==> src/rtl/adc_serial_rx.sv <==
// adc_serial_rx: periodic serial ADC frame reader feeding the lowpass FIR stage.
//
// A free-running sample counter produces one tick every SAMPLE_PERIOD clocks while
// enabled. Each tick runs one conversion frame: chip select low, CLK_DIV cycles of
// setup, then DATA_WIDTH serial clock pulses (CLK_DIV low + CLK_DIV high each), with
// adc_sdata captured MSB first. The finished word is presented on dataout together
// with a one-cycle endata strobe.
//
// Ports:
//   clock      system clock, rising edge
//   reset      synchronous, active-high
//   enable     1 = periodic conversions run; a frame in flight always completes
//   adc_cs_n   ADC chip select, active low
//   adc_sclk   ADC serial clock, idles low
//   adc_sdata  ADC serial data, MSB first
//   dataout    last completed sample (two's complement), held between updates
//   endata     one-cycle strobe: dataout updated this cycle
//   overrun    sticky: a tick arrived while a frame was still busy
module adc_serial_rx #(
    parameter int unsigned DATA_WIDTH    = 18,
    parameter int unsigned CLK_DIV       = 4,
    parameter int unsigned SAMPLE_PERIOD = 2500
) (
    input  logic                  clock,
    input  logic                  reset,
    input  logic                  enable,
    output logic                  adc_cs_n,
    output logic                  adc_sclk,
    input  logic                  adc_sdata,
    output logic [DATA_WIDTH-1:0] dataout,
    output logic                  endata,
    output logic                  overrun
);

    localparam int unsigned CntW = (SAMPLE_PERIOD > 1) ? $clog2(SAMPLE_PERIOD) : 1;
    localparam int unsigned DivW = (CLK_DIV > 1) ? $clog2(CLK_DIV) : 1;
    localparam int unsigned BitW = (DATA_WIDTH > 1) ? $clog2(DATA_WIDTH) : 1;

    localparam logic [CntW-1:0] CntLast = CntW'(SAMPLE_PERIOD - 1);
    localparam logic [DivW-1:0] DivLast = DivW'(CLK_DIV - 1);
    localparam logic [BitW-1:0] BitLast = BitW'(DATA_WIDTH - 1);

    typedef enum logic [1:0] {
        StIdle,
        StSetup,
        StShift,
        StDone
    } state_e;

    state_e                  state_q, state_d;
    logic [CntW-1:0]         cnt_q, cnt_d;
    logic [DivW-1:0]         div_q, div_d;
    logic [BitW-1:0]         bit_q, bit_d;
    logic                    phase_q, phase_d;   // sclk level within a bit-period
    logic [DATA_WIDTH-1:0]   shift_q, shift_d;
    logic                    tick;
    logic                    sample_en;

    logic                    cs_n_q;
    logic                    sclk_q;
    logic [DATA_WIDTH-1:0]   dataout_q;
    logic                    endata_q;
    logic                    overrun_q;

    // Sample-rate counter: held at zero while disabled so re-enabling gives a full period.
    always_comb begin
        cnt_d = '0;
        if (enable) begin
            cnt_d = (cnt_q == CntLast) ? '0 : cnt_q + 1'b1;
        end
    end

    assign tick = enable && (cnt_q == CntLast);

    // Capture on the first cycle of every sclk-high half.
    assign sample_en = (state_q == StShift) && phase_q && (div_q == '0);

    always_comb begin
        shift_d = shift_q;
        if (sample_en) begin
            shift_d = {shift_q[DATA_WIDTH-2:0], adc_sdata};
        end
    end

    always_comb begin
        state_d = state_q;
        div_d   = div_q;
        bit_d   = bit_q;
        phase_d = phase_q;
        case (state_q)
            StIdle: begin
                if (tick) begin
                    state_d = StSetup;
                    div_d   = '0;
                end
            end
            StSetup: begin
                if (div_q == DivLast) begin
                    state_d = StShift;
                    div_d   = '0;
                    bit_d   = '0;
                    phase_d = 1'b0;
                end else begin
                    div_d = div_q + 1'b1;
                end
            end
            StShift: begin
                if (div_q == DivLast) begin
                    div_d = '0;
                    if (!phase_q) begin
                        phase_d = 1'b1;
                    end else if (bit_q == BitLast) begin
                        phase_d = 1'b0;
                        state_d = StDone;
                    end else begin
                        phase_d = 1'b0;
                        bit_d   = bit_q + 1'b1;
                    end
                end else begin
                    div_d = div_q + 1'b1;
                end
            end
            StDone: begin
                state_d = StIdle;
            end
            default: begin
                state_d = StIdle;
            end
        endcase
    end

    // Outputs are registered from the next state so they line up with state_q.
    always_ff @(posedge clock) begin
        if (reset) begin
            state_q   <= StIdle;
            cnt_q     <= '0;
            div_q     <= '0;
            bit_q     <= '0;
            phase_q   <= 1'b0;
            shift_q   <= '0;
            cs_n_q    <= 1'b1;
            sclk_q    <= 1'b0;
            dataout_q <= '0;
            endata_q  <= 1'b0;
            overrun_q <= 1'b0;
        end else begin
            state_q   <= state_d;
            cnt_q     <= cnt_d;
            div_q     <= div_d;
            bit_q     <= bit_d;
            phase_q   <= phase_d;
            shift_q   <= shift_d;
            cs_n_q    <= !((state_d == StSetup) || (state_d == StShift));
            sclk_q    <= (state_d == StShift) && phase_d;
            endata_q  <= (state_d == StDone);
            // shift_d, not shift_q: with CLK_DIV=1 the last bit lands on this same edge.
            if (state_d == StDone) begin
                dataout_q <= shift_d;
            end
            if (tick && (state_q != StIdle)) begin
                overrun_q <= 1'b1;
            end
        end
    end

    assign adc_cs_n = cs_n_q;
    assign adc_sclk = sclk_q;
    assign dataout  = dataout_q;
    assign endata   = endata_q;
    assign overrun  = overrun_q;

endmodule

==> config.mk <==
export PLATFORM = sky130hd
export DESIGN_NAME = adc_serial_rx
export DESIGN_NICKNAME = d
export VERILOG_FILES = /design/src/rtl/adc_serial_rx.sv
export SDC_FILE = /design/constraint.sdc
export NUM_CORES = 1
export LEC_CHECK = 0
export ABC_AREA = 1
export CAP_MARGIN = 20
export CORE_MARGIN = 2
export CORE_UTILIZATION = 55
export DETAILED_ROUTE_END_ITERATION = 8
export PLACE_DENSITY = 0.76
export SKIP_LAST_GASP = 1
export SLEW_MARGIN = 5
export SYNTH_ARGS = -nofsm -noshare
export SYNTH_HDL_FRONTEND = slang
export SYNTH_SLANG_ARGS = --single-unit
==> constraint.sdc <==
create_clock -name clock -period 2.8 [get_ports clock]
set_clock_uncertainty 0.05 [all_clocks]
set_input_delay 0.28 -clock clock [delete_from_list [all_inputs] [get_ports clock]]
set_output_delay 0.28 -clock clock [all_outputs]
set_load 0.03 [all_outputs]
* After elaboration in Yosys (flattened, before gate mapping)
Cells that the tools add are included.
** Word-level totals
- Bits in registers :: 62
** Cells by class
- Equal/unequal tests :: 14
- $add $sub $neg :: 3
- Multiplexer cells :: 19
- Bitwise operators :: 1
- Reduce and logical (&&, ||, !) cells :: 16
** Operator list (number)
- $mux 5 :: 4
- $mux 18 :: 1
- $mux 2 :: 7
- $add 12x1->12 const B :: 1
- $eq 12x12->1 const B :: 1
- $eq 2x2->1 const B :: 5
- $pmux 5 s2 :: 1
- $ne 2x2->1 const B :: 4
- $pmux 2 s4 :: 1
- $reduce_bool 2->1 :: 3
- $add 5x1->5 const B :: 1
- $eq 5x5->1 const B :: 1
- $logic_and 1x1->1 :: 5
- $reduce_and 5->1 :: 1
- $eq 2x1->1 const B :: 2
- $logic_not 2->1 :: 2
- $pmux 2 s2 :: 1
- $mux 1 :: 3
- $reduce_or 3->1 :: 1
- $add 2x1->2 const B :: 1
- $ne 2x1->1 const B :: 1
- $pmux 1 s2 :: 1
- $reduce_and 2->1 :: 1
- $reduce_or 2->1 :: 1
- other kinds (3) :: 3

* Longest topological paths before layout
Gate-level depths: netlist of run 1.
- Depth in word-level cells :: 8
- Depth in mapped cells :: 14
- Depth with buffers taken out :: 12

* Worst setup path after synthesis of run 1
No wires, ideal clock.
- Path type :: reg2reg
- From :: register cnt_q[0]
- To :: register dataout_q[16] (netlist: dataout[16])
- Arrival time :: 1.967 ns
- Period minus slack after synthesis :: 2.133 ns
- Slack :: 0.667 ns
- Cell stages (with the launch flop) :: 14
- Cell sequence :: dfxtp_1 -> ha_1 -> nand2_1 -> nor2_1 -> nand3_2 -> nand3_1 -> nand2_1 -> inv_1 -> ha_1 -> clkbuf_1 -> clkbuf_1 -> nand2_1 -> o211ai_1 -> inv_1
** On the way
- Cells in the longest elaborated chain, start to end :: 5
** Ends and longest elaborated chain
- start, declared :: line 51 : logic [CntW-1:0] cnt_q, cnt_d;
- start signal, assigned :: line 148 : cnt_q <= cnt_d;
- $eq 12x12->1 :: line 73 : assign tick = enable && (cnt_q == CntLast);
- $logic_and 1x1->1 :: line 73
- $mux 2 :: line 92 : if (tick) begin
- $pmux 2 s4 :: line 90 : case (state_q)
- net state_d[0] :: line 50 : state_e state_q, state_d;
- $eq 2x2->1 :: line 157 : if (state_d == StDone) begin
- end signal, assigned :: line 158 : dataout_q <= shift_d;
- end, declared :: line 61 : logic [DATA_WIDTH-1:0] dataout_q;
The timed path passes the listed nets, and every way through them passes these cells.
A chain may end at the register's enable or synchronous reset.

* Worst setup path after layout of run 1
Same ends and word-level chain as after synthesis.

==> flow_summary.toml, run 1 <==
[setup_path]
r2r-start = "cnt_q[0]"
cp-startpoint = "cnt_q[0]"
crit_slowest_cell = "dfxtp_1"
path_cells = "ha_1 > nand2_1 > nor2_1 > nand3_2 > nand3_1 > nand2_1 > inv_1 > ha_1 > buf_4 > nand2_1 > o211ai_1 > inv_1"
critPathCaptureType = "register"
path_class = "register to register"
max_stage_delay_ns = 0.37
cp_max_fo = 36
cp.arrival_ns = 2.37
start_kind = "register"
path_common_cell = "nand2_1"
crit_required_ns = 2.99

[clocking]
cts_sinks = 62
cts_hold_buf = 0
cts_buffers = 9
tritoncts = "built"
htreeDepth = 3
cts-root-buf = "clkbuf_8"
postCtsSetupBuffers = 0
post_cts_resized = 0
clkTransAtPathRegs_ns = 0.07
clkLatencyLatePin_ns = 0.35
cts_buffer_depth = 2

[sta]
tightest_slew_ns = 0.593
finalSetupTns_ns = 0
grt_setup_unrepaired = "no"
holdWs_ns = 0.417
worst_slack_ns = 0.618
setup_violations = 0
finalCritPeriodShare_pct = 77.9
slew_viol_final = 0
slew_headroom_pct = 60.4
fmax_mhz = 458
hold_violations = 0
finalCriticalPeriod_ns = 2.18

[min_path]
hold_path.class = "register to register"
hp-start = "cnt_q[0]"

[grt]
globalRouteOverflowTotal = 0
grt_pass1_wl_um = 8640
antenna_found_initial = 0
grt_pass1_vias = 2038
grt_use_total_pct = 20.7
grt_max_degree = 37

[power_and_ir_drop]
internal_power_mw = 1.22
swShare_pct = 24.7
sequentialPowerShare_pct = 54.7
powerDensity_nw_per_um2 = 512
max-vdd-ir-drop_mv = 0.366
p_leak_nw = 1.40
p_sw_uw = 401
power_mw = 1.62
p_comb_share_pct = 3.9
p_clk_share_pct = 41.3

[placed_design]
place_area_um2 = 3010
gp_congestion = 0.876
pre_cts_ws_ns = 0.619
place_inst = 445
hpwl_um = 3450
port_buffers = 25

[floorplanning]
rows = 25
start_util_pct = 57.3
core-area_um2 = 4720
fp.dieH_um = 74.2
dieArea_um2 = 5500
io_pins = 26
die_width_um = 74.2

[final_layout]
drive_above_1_share_pct = 7.87
final_cells = 461
fin_util_pct = 67.2
areaGrowthSynthToFinish_pct = 17.2
antenna_cells = 0
fin_area_um2 = 3170
nFillCells = 409
nNetsFinal = 405

[route]
first_pass_iters = 4
routed-via-count = 2252
vias_per_cell = 4.89
drtAntennaViolNets = 0
drc = 0
avgRoutedWirePerCell_um = 10.9
wl_um = 5010
first_iter_violations = 83

[yosys]
avgSynthCellArea_um2 = 7.46
ys_warn_count = 0
synth_fp_nets = 379
yosysSeqAreaShare_pct = 45.8
syn_area_um2 = 2710
synth_top_area_share_pct = 45.8
synthTopCellsByArea = "dfxtp_1 46%, nand2_1 9.7%, inv_1 8.5%"
syn_inst = 363
yosys.area.top_type = "dfxtp_1"
synth.distinct_cells = 27
ys_seq_elements = 62

[run_status]
status = "completed"

[job]
cap_violations = 0
worst paths after layout:
path                       to  slack [ns]  depth (start not counted)
setup / recovery  dataout[16]        0.62                         12
hold reg to reg      cnt_q[0]        0.42                          1
hold / removal       cnt_q[0]        0.42                          1
setup reg to reg  dataout[16]        0.62                         12
critical path, delay by kind of cell (launching register included):
family	cells	cell delay (ns)
compound gates	1	0.10
fa+ha+maj	2	0.36
buf+inv	3	0.46
flops	1	0.37
simple gates	6	0.73
synth_stat cells, drive strengths merged:
library cell	number
clkbuf	7
nand2	73
inv	62
nor3	6
buf	6
ha	12
nor2	49
nor3b	1
nand4	4
o21a	1
o211ai	18
dfxtp	62
or2	3
nand3	19
o21ai	17
a21oi	21
xnor2	2
power groups by stage:
stage	clock network [mW]	registers [mW]	logic (mW)
after global routing	0.725	0.889	0.0723
after detailed placement	0	0.909	0.0623
after global placement	0	0.909	0.0615
final	0.671	0.889	0.0636
after floorplan	0	0.912	0.0397
after CTS	0.694	0.889	0.0629
cell type report:
cell class	instances	area [µm²]	share of cell area [%]
flip-flops and latches	62	1240	39.1
multi-input cells	226	1180	37.1
repair buffers	28	273	8.60
inverters	62	233	7.33
clock buffers	10	128	4.02
well taps	67	83.8	2.64
clock inverters	6	38.8	1.22
cells by family (layout without fill, tap and decap cells):
| group | after synthesis | count (layout) | share of synthesized area (%) |
|---|---|---|---|
| flip-flops | 62 | 62 | 45.8 |
| adder cells (fa/ha/maj) | 12 | 12 | 5.55 |
| XOR/XNOR | 2 | 2 | 0.647 |
| AO/OA/AOI/OAI | 57 | 57 | 12.4 |
| AND/OR/NAND/NOR | 155 | 155 | 24.8 |
| buffers and inverters | 75 | 106 | 10.7 |
flip-flops by register name, summed over array words and instances (netlist names):
signal    cells
adc_sclk      1
overrun       1
shift_q      18
state_q       2
dataout      18
bit_q         5
adc_cs_n      1
phase_q       1
cnt_q        12
div_q         2
endata        1
per-layer routing:
layer	wire, µm	part of all wire (%)	GRT usage (%)	vias up
li1	-	-	-	1195
met3	241	4.8	6.64	11
met2	2180	44	32.3	52
met4	128	2.6	11.1	0
met5	0	0	0	-
met1	2460	49	25.4	994
layout by cell type (no fill, tap or decap), types with 3 or more instances in the layout:
master / instances
dfxtp_1: 62
nand2_1: 70
a21oi_1: 20
nand3_2: 3
buf_4: 3
clkinv_2: 3
nor2_1: 47
nand3_1: 16
inv_1: 61
nor3_1: 4
o211ai_1: 18
ha_1: 12
clkbuf_8: 9
o21ai_0: 15
nand4_1: 4
nand2_2: 3
clkdlybuf4s50_1: 25
(Power assumes the default switching activity.)
==> run 2: changes to the inputs <==
- clock period: 2.8 -> 2.2 ns (I/O delays scaled with it)
==> run 2 against run 1 <==
Net effect:
- final cell count grew 0.65%
- wire length decreased by 2.2%
- flip-flop and latch count unchanged
- maximum frequency rose by 8.6%
- via count fell by 0.75%
- final area up 2.7%
- die area did not move
- setup slack worse by 0.43 ns
- first-iteration DRC count increased by 24%
- combinational power is 31% higher
- non-clock buffer count up 3
- largest power group unchanged
==> flow_summary.toml, run 2 (synthesis results as in run 1) <==
[route]
wl_um = 4900
drtAntennaViolNets = 0
routed-via-count = 2235
vias_per_cell = 4.82
avgRoutedWirePerCell_um = 10.6
drc = 0
first_pass_iters = 4
first_iter_violations = 103

[setup_path]
cp.arrival_ns = 2.19
start_kind = "register"
cp_max_fo = 18
path_class = "register to register"
critPathCaptureType = "register"
crit_required_ns = 2.38

[final_layout]
nFillCells = 402
final_cells = 464
fin_util_pct = 69.0
regArea_um2 = 1240
areaGrowthSynthToFinish_pct = 20.4
multi_input_area_um2 = 1180
layout_common_cells = "70 x nand2_1, 62 x dfxtp_1, 60 x inv_1, 46 x nor2_1, 25 x clkdlybuf4s50_1"
drive_above_1_share_pct = 9.07
antenna_cells = 0
nNetsFinal = 408
layout_commonest_cell = "nand2_1"

[placed_design]
port_buffers = 25
gp_congestion = 0.947
place_inst = 447
hpwl_um = 3320
pre_cts_ws_ns = 0.178

[clocking]
clkTransAtPathRegs_ns = 0.06
cts_sinks = 62
cts_buffers = 9
cts-root-buf = "clkbuf_8"
cts_hold_buf = 0
htreeDepth = 3
postCtsSetupBuffers = 0
tritoncts = "built"
clkLatencyLatePin_ns = 0.34
post_cts_resized = 0
cts_buffer_depth = 2

[power_and_ir_drop]
p_leak_nw = 1.43
p_sw_uw = 465
swShare_pct = 21.4
p_clk_share_pct = 44.2
internal_power_mw = 1.71
max-vdd-ir-drop_mv = 0.499
p_comb_share_pct = 3.8
powerDensity_nw_per_um2 = 668
sequentialPowerShare_pct = 52.0

[floorplanning]
dieArea_um2 = 5500
die_width_um = 74.2
io_pins = 26
rows = 25
start_util_pct = 57.3
fp.dieH_um = 74.2
core-area_um2 = 4720

[sta]
finalCritPeriodShare_pct = 91.3
tightest_slew_ns = 0.486
hold_violations = 0
worst_slack_ns = 0.192
setup_violations = 0
grt_setup_unrepaired = "no"
slew_headroom_pct = 67.5
finalSetupTns_ns = 0
slew_viol_final = 0
fmax_mhz = 498
holdWs_ns = 0.413
finalCriticalPeriod_ns = 2.01

[grt]
globalRouteOverflowTotal = 0
grt_pass1_wl_um = 8290
grt_max_degree = 37
grt_use_total_pct = 19.8
grt_pass1_vias = 1997
antenna_found_initial = 0

[min_path]
hold_path.class = "register to register"

[job]
cap_violations = 0

[run_status]
status = "completed"
run 2: cell count changes in the layout (fill, tap and decap cells not counted), sizes merged:
cell / delta
clkinvlp: -2
clkbuf: +4
buf: +2
bufinv: +1
clkinv: -2
run 2: worst paths after layout:
check,start,endpoint,slack [ns],cells after the start
setup / recovery,cnt_q[0],dataout[9],0.19,10
hold / removal,overrun,overrun,0.41,1
setup reg to reg,cnt_q[0],dataout[9],0.19,10
hold reg to reg,overrun,overrun,0.41,1
run 2: worst max-delay path: stages, from the launching register on:
cell and delay, ns:
dfxtp_1 0.37, ha_2 0.22, nand2_1 0.07, nor2_2 0.15, nand3_2 0.12, nand3_1 0.12, nand2_1 0.11, ha_2 0.24
clkbuf_16 0.18, o211ai_1 0.20, inv_1 0.06
run 2: routing by layer:
layer  global-route usage [%]  vias up  share of wire, %
met5                        0        -                 0
met4                     9.09        0               1.9
met3                     7.45        9               4.9
met2                     31.7       39                44
met1                     23.7      986                49
li1                         -     1201                 -
run 2: final cells by class:
type                            count  area share (%)
Clock inverter                      3            1.34
Sequential cell                    62            38.1
Tap cell                           67            2.57
Clock buffer                       13            4.57
Inverter                           62            7.14
Multi-Input combinational cell    226            36.3
Timing Repair Buffer               31            9.98
run 2: power by group through the flow:
stage / clock [mW] / combinational [mW] / sequential [mW]
floorplan: 0 / 0.0506 / 1.16
global placement: 0 / 0.0817 / 1.16
CTS: 0.987 / 0.0822 / 1.13
detailed placement: 0 / 0.0816 / 1.16
global route: 1.04 / 0.0942 / 1.13
finish: 0.962 / 0.0832 / 1.13
run 2: per-stage QoR:
step                power, mW  cell area, µm²
floorplan                1.21            2710
global placement         1.24            3030
detailed placement       1.24            3030
CTS                      2.20            3230
global route             2.26            3260
finish                   2.18            3260
==> run 3: changes to the inputs <==
- CORE_UTILIZATION: 55 -> 56
- PLACE_DENSITY: 0.76 -> 0.77
- SLEW_MARGIN: 5 -> 40
==> run 3 against run 2 <==
Net effect:
- final cell count is 2.8% lower
- die area decreased by 1.7%
- via count up 0.45%
- core utilization rose by 0.33 points
- critical endpoint is now dataout[7]
- maximum frequency shrank 0.30%
- hold slack worse by 0.029 ns
- setup slack got worse by 0.0060 ns
- combinational power is 4.3% higher
- clock power about the same
==> flow_summary.toml, run 3 (synthesis results as in run 1) <==
[run_status]
status = "completed"

[route]
avgRoutedWirePerCell_um = 11.6
drtAntennaViolNets = 0
routed-via-count = 2245
wl_um = 5210
first_iter_violations = 154
drc = 0
vias_per_cell = 4.98
first_pass_iters = 4

[setup_path]
r2r-start = "cnt_q[1]"
reg2reg_slack_ns = 0.19
reg2reg_depth = 12
start_kind = "register"
crit_slowest_cell = "dfxtp_1"
cp_max_fo = 18
path_cells = "ha_2 > nand2_1 > nor2_4 > nand3_2 > nand3_1 > nand2_1 > inv_1 > ha_2 > buf_12 > nand2_1 > o211ai_1 > inv_1"
cp.arrival_ns = 2.19
max_stage_delay_ns = 0.36
crit_required_ns = 2.38
critPathCaptureType = "register"
path_common_cell = "nand2_1"
r2r-end = "dataout[7]"
path_class = "register to register"

[min_path]
hp-start = "cnt_q[0]"
hold_path.class = "register to register"
hold-path-endpoint = "cnt_q[0]"
worstHoldPathCells = 1

[final_layout]
drive_above_1_share_pct = 9.82
nNetsFinal = 409
antenna_cells = 0
areaGrowthSynthToFinish_pct = 20.1
final_cells = 451
layout_common_cells = "70 x nand2_1, 61 x dfxtp_1, 60 x inv_1, 46 x nor2_1, 25 x clkdlybuf4s50_1"
fin_util_pct = 69.3
layout_commonest_cell = "nand2_1"
nFillCells = 385

[power_and_ir_drop]
power_mw = 2.18
internal_power_mw = 1.70
sequentialPowerShare_pct = 52.0
powerDensity_nw_per_um2 = 670
max-vdd-ir-drop_mv = 0.601
p_comb_share_pct = 4.0
swShare_pct = 21.9
p_clk_share_pct = 44.1
p_leak_nw = 1.43
p_sw_uw = 477

[clocking]
tritoncts = "built"
clkTransAtPathRegs_ns = 0.07
cts_buffers = 9
cts_buffer_depth = 2
cts_sinks = 62
cts_hold_buf = 0
clkLatencyLatePin_ns = 0.34
cts-root-buf = "clkbuf_8"
htreeDepth = 3

[floorplanning]
start_util_pct = 57.7
fp.dieH_um = 73.5
rows = 25
die_width_um = 73.5
core-area_um2 = 4690
io_pins = 26
dieArea_um2 = 5410

[placed_design]
place_inst = 435
pre_cts_ws_ns = 0.105
gp_congestion = 0.919
port_buffers = 25
hpwl_um = 3520

[sta]
finalSetupTns_ns = 0
hold_violations = 0
finalCritPeriodShare_pct = 91.6
grt_setup_unrepaired = "no"
worst_slack_ns = 0.186
slew_headroom_pct = 66.7
tightest_slew_ns = 0.498
finalCriticalPeriod_ns = 2.01
fmax_mhz = 496
setup_violations = 0
slew_viol_final = 0

[grt]
grt_pass1_vias = 2116
grt_use_total_pct = 21.5
antenna_found_initial = 0
globalRouteOverflowTotal = 0
grt_pass1_wl_um = 8940
grt_max_degree = 37

[job]
cap_violations = 0
==> run 3: cell types whose count changed in the layout (fill, tap and decap cells not counted) <==
cell,previous run,this run
dfxtp_2,0,1
clkinv_4,1,0
clkinvlp_4,0,1
clkbuf_1,3,1
buf_4,4,5
nor2_2,3,2
clkinv_2,1,2
dfxtp_1,62,61
nor2_4,0,1
==> run 3: how the worst max path moves through the flow <==
stage                  start           to  cells after the start
floorplan           cnt_q[0]  dataout[16]                     13
global placement    cnt_q[0]  dataout[16]                     12
detailed placement  cnt_q[0]   dataout[7]                     12
CTS                 cnt_q[0]  dataout[16]                     10
global route        cnt_q[1]   dataout[7]                     12
finish              cnt_q[1]   dataout[7]                     12
==> run 3: layout make-up <==
type	instances	area (µm²)	area share [%]
well taps	54	67.6	2.08
clock buffers	11	141	4.35
repair buffers	32	333	10.2
multi-input cells	226	1190	36.5
inverters	62	233	7.15
clock inverters	4	47.5	1.46
flip-flops and latches	62	1240	38.2
==> run 3: metal layers <==
layer  GRT usage (%)  wire length, µm  up-vias
met4            9.09               78        0
met5               0                0        -
met3            7.68              245        7
li1                -                -     1196
met1            26.6             2570     1004
met2            33.9             2320       38
==> run 3: critical path, delay by kind of cell, from the launching register on <==
| family | cells | cell delay (ns) |
|---|---|---|
| AND/OR/NAND/NOR | 6 | 0.63 |
| adder cells (fa/ha/maj) | 2 | 0.46 |
| flip-flops | 1 | 0.36 |
| buffers and inverters | 3 | 0.32 |
| AO/OA/AOI/OAI | 1 | 0.08 |
==> run 3: stage by stage <==
stage,hold slack (ns),area [µm²]
floorplan,0.362,2710
global placement,0.393,3030
detailed placement,0.408,3030
CTS,0.423,3210
global route,0.414,3250
finish,0.384,3250
==> run 3: power by group through the flow <==
| stage | sequential [mW] | clock (mW) | combinational [mW] |
|---|---|---|---|
| after global placement | 1.16 | 0 | 0.0827 |
| after detailed placement | 1.16 | 0 | 0.0849 |
| after floorplan | 1.16 | 0 | 0.0506 |
| after CTS | 1.13 | 0.992 | 0.0857 |
| final | 1.13 | 0.960 | 0.0868 |
| after global routing | 1.13 | 1.03 | 0.0975 |
==> run 3: repair_timing <==
| action | in CTS | in global routing |
|---|---|---|
| setup buffers | 0 | 0 |
| resized for setup | 0 | 6 |
| endpoints found under the setup margin | 0 | 18 |
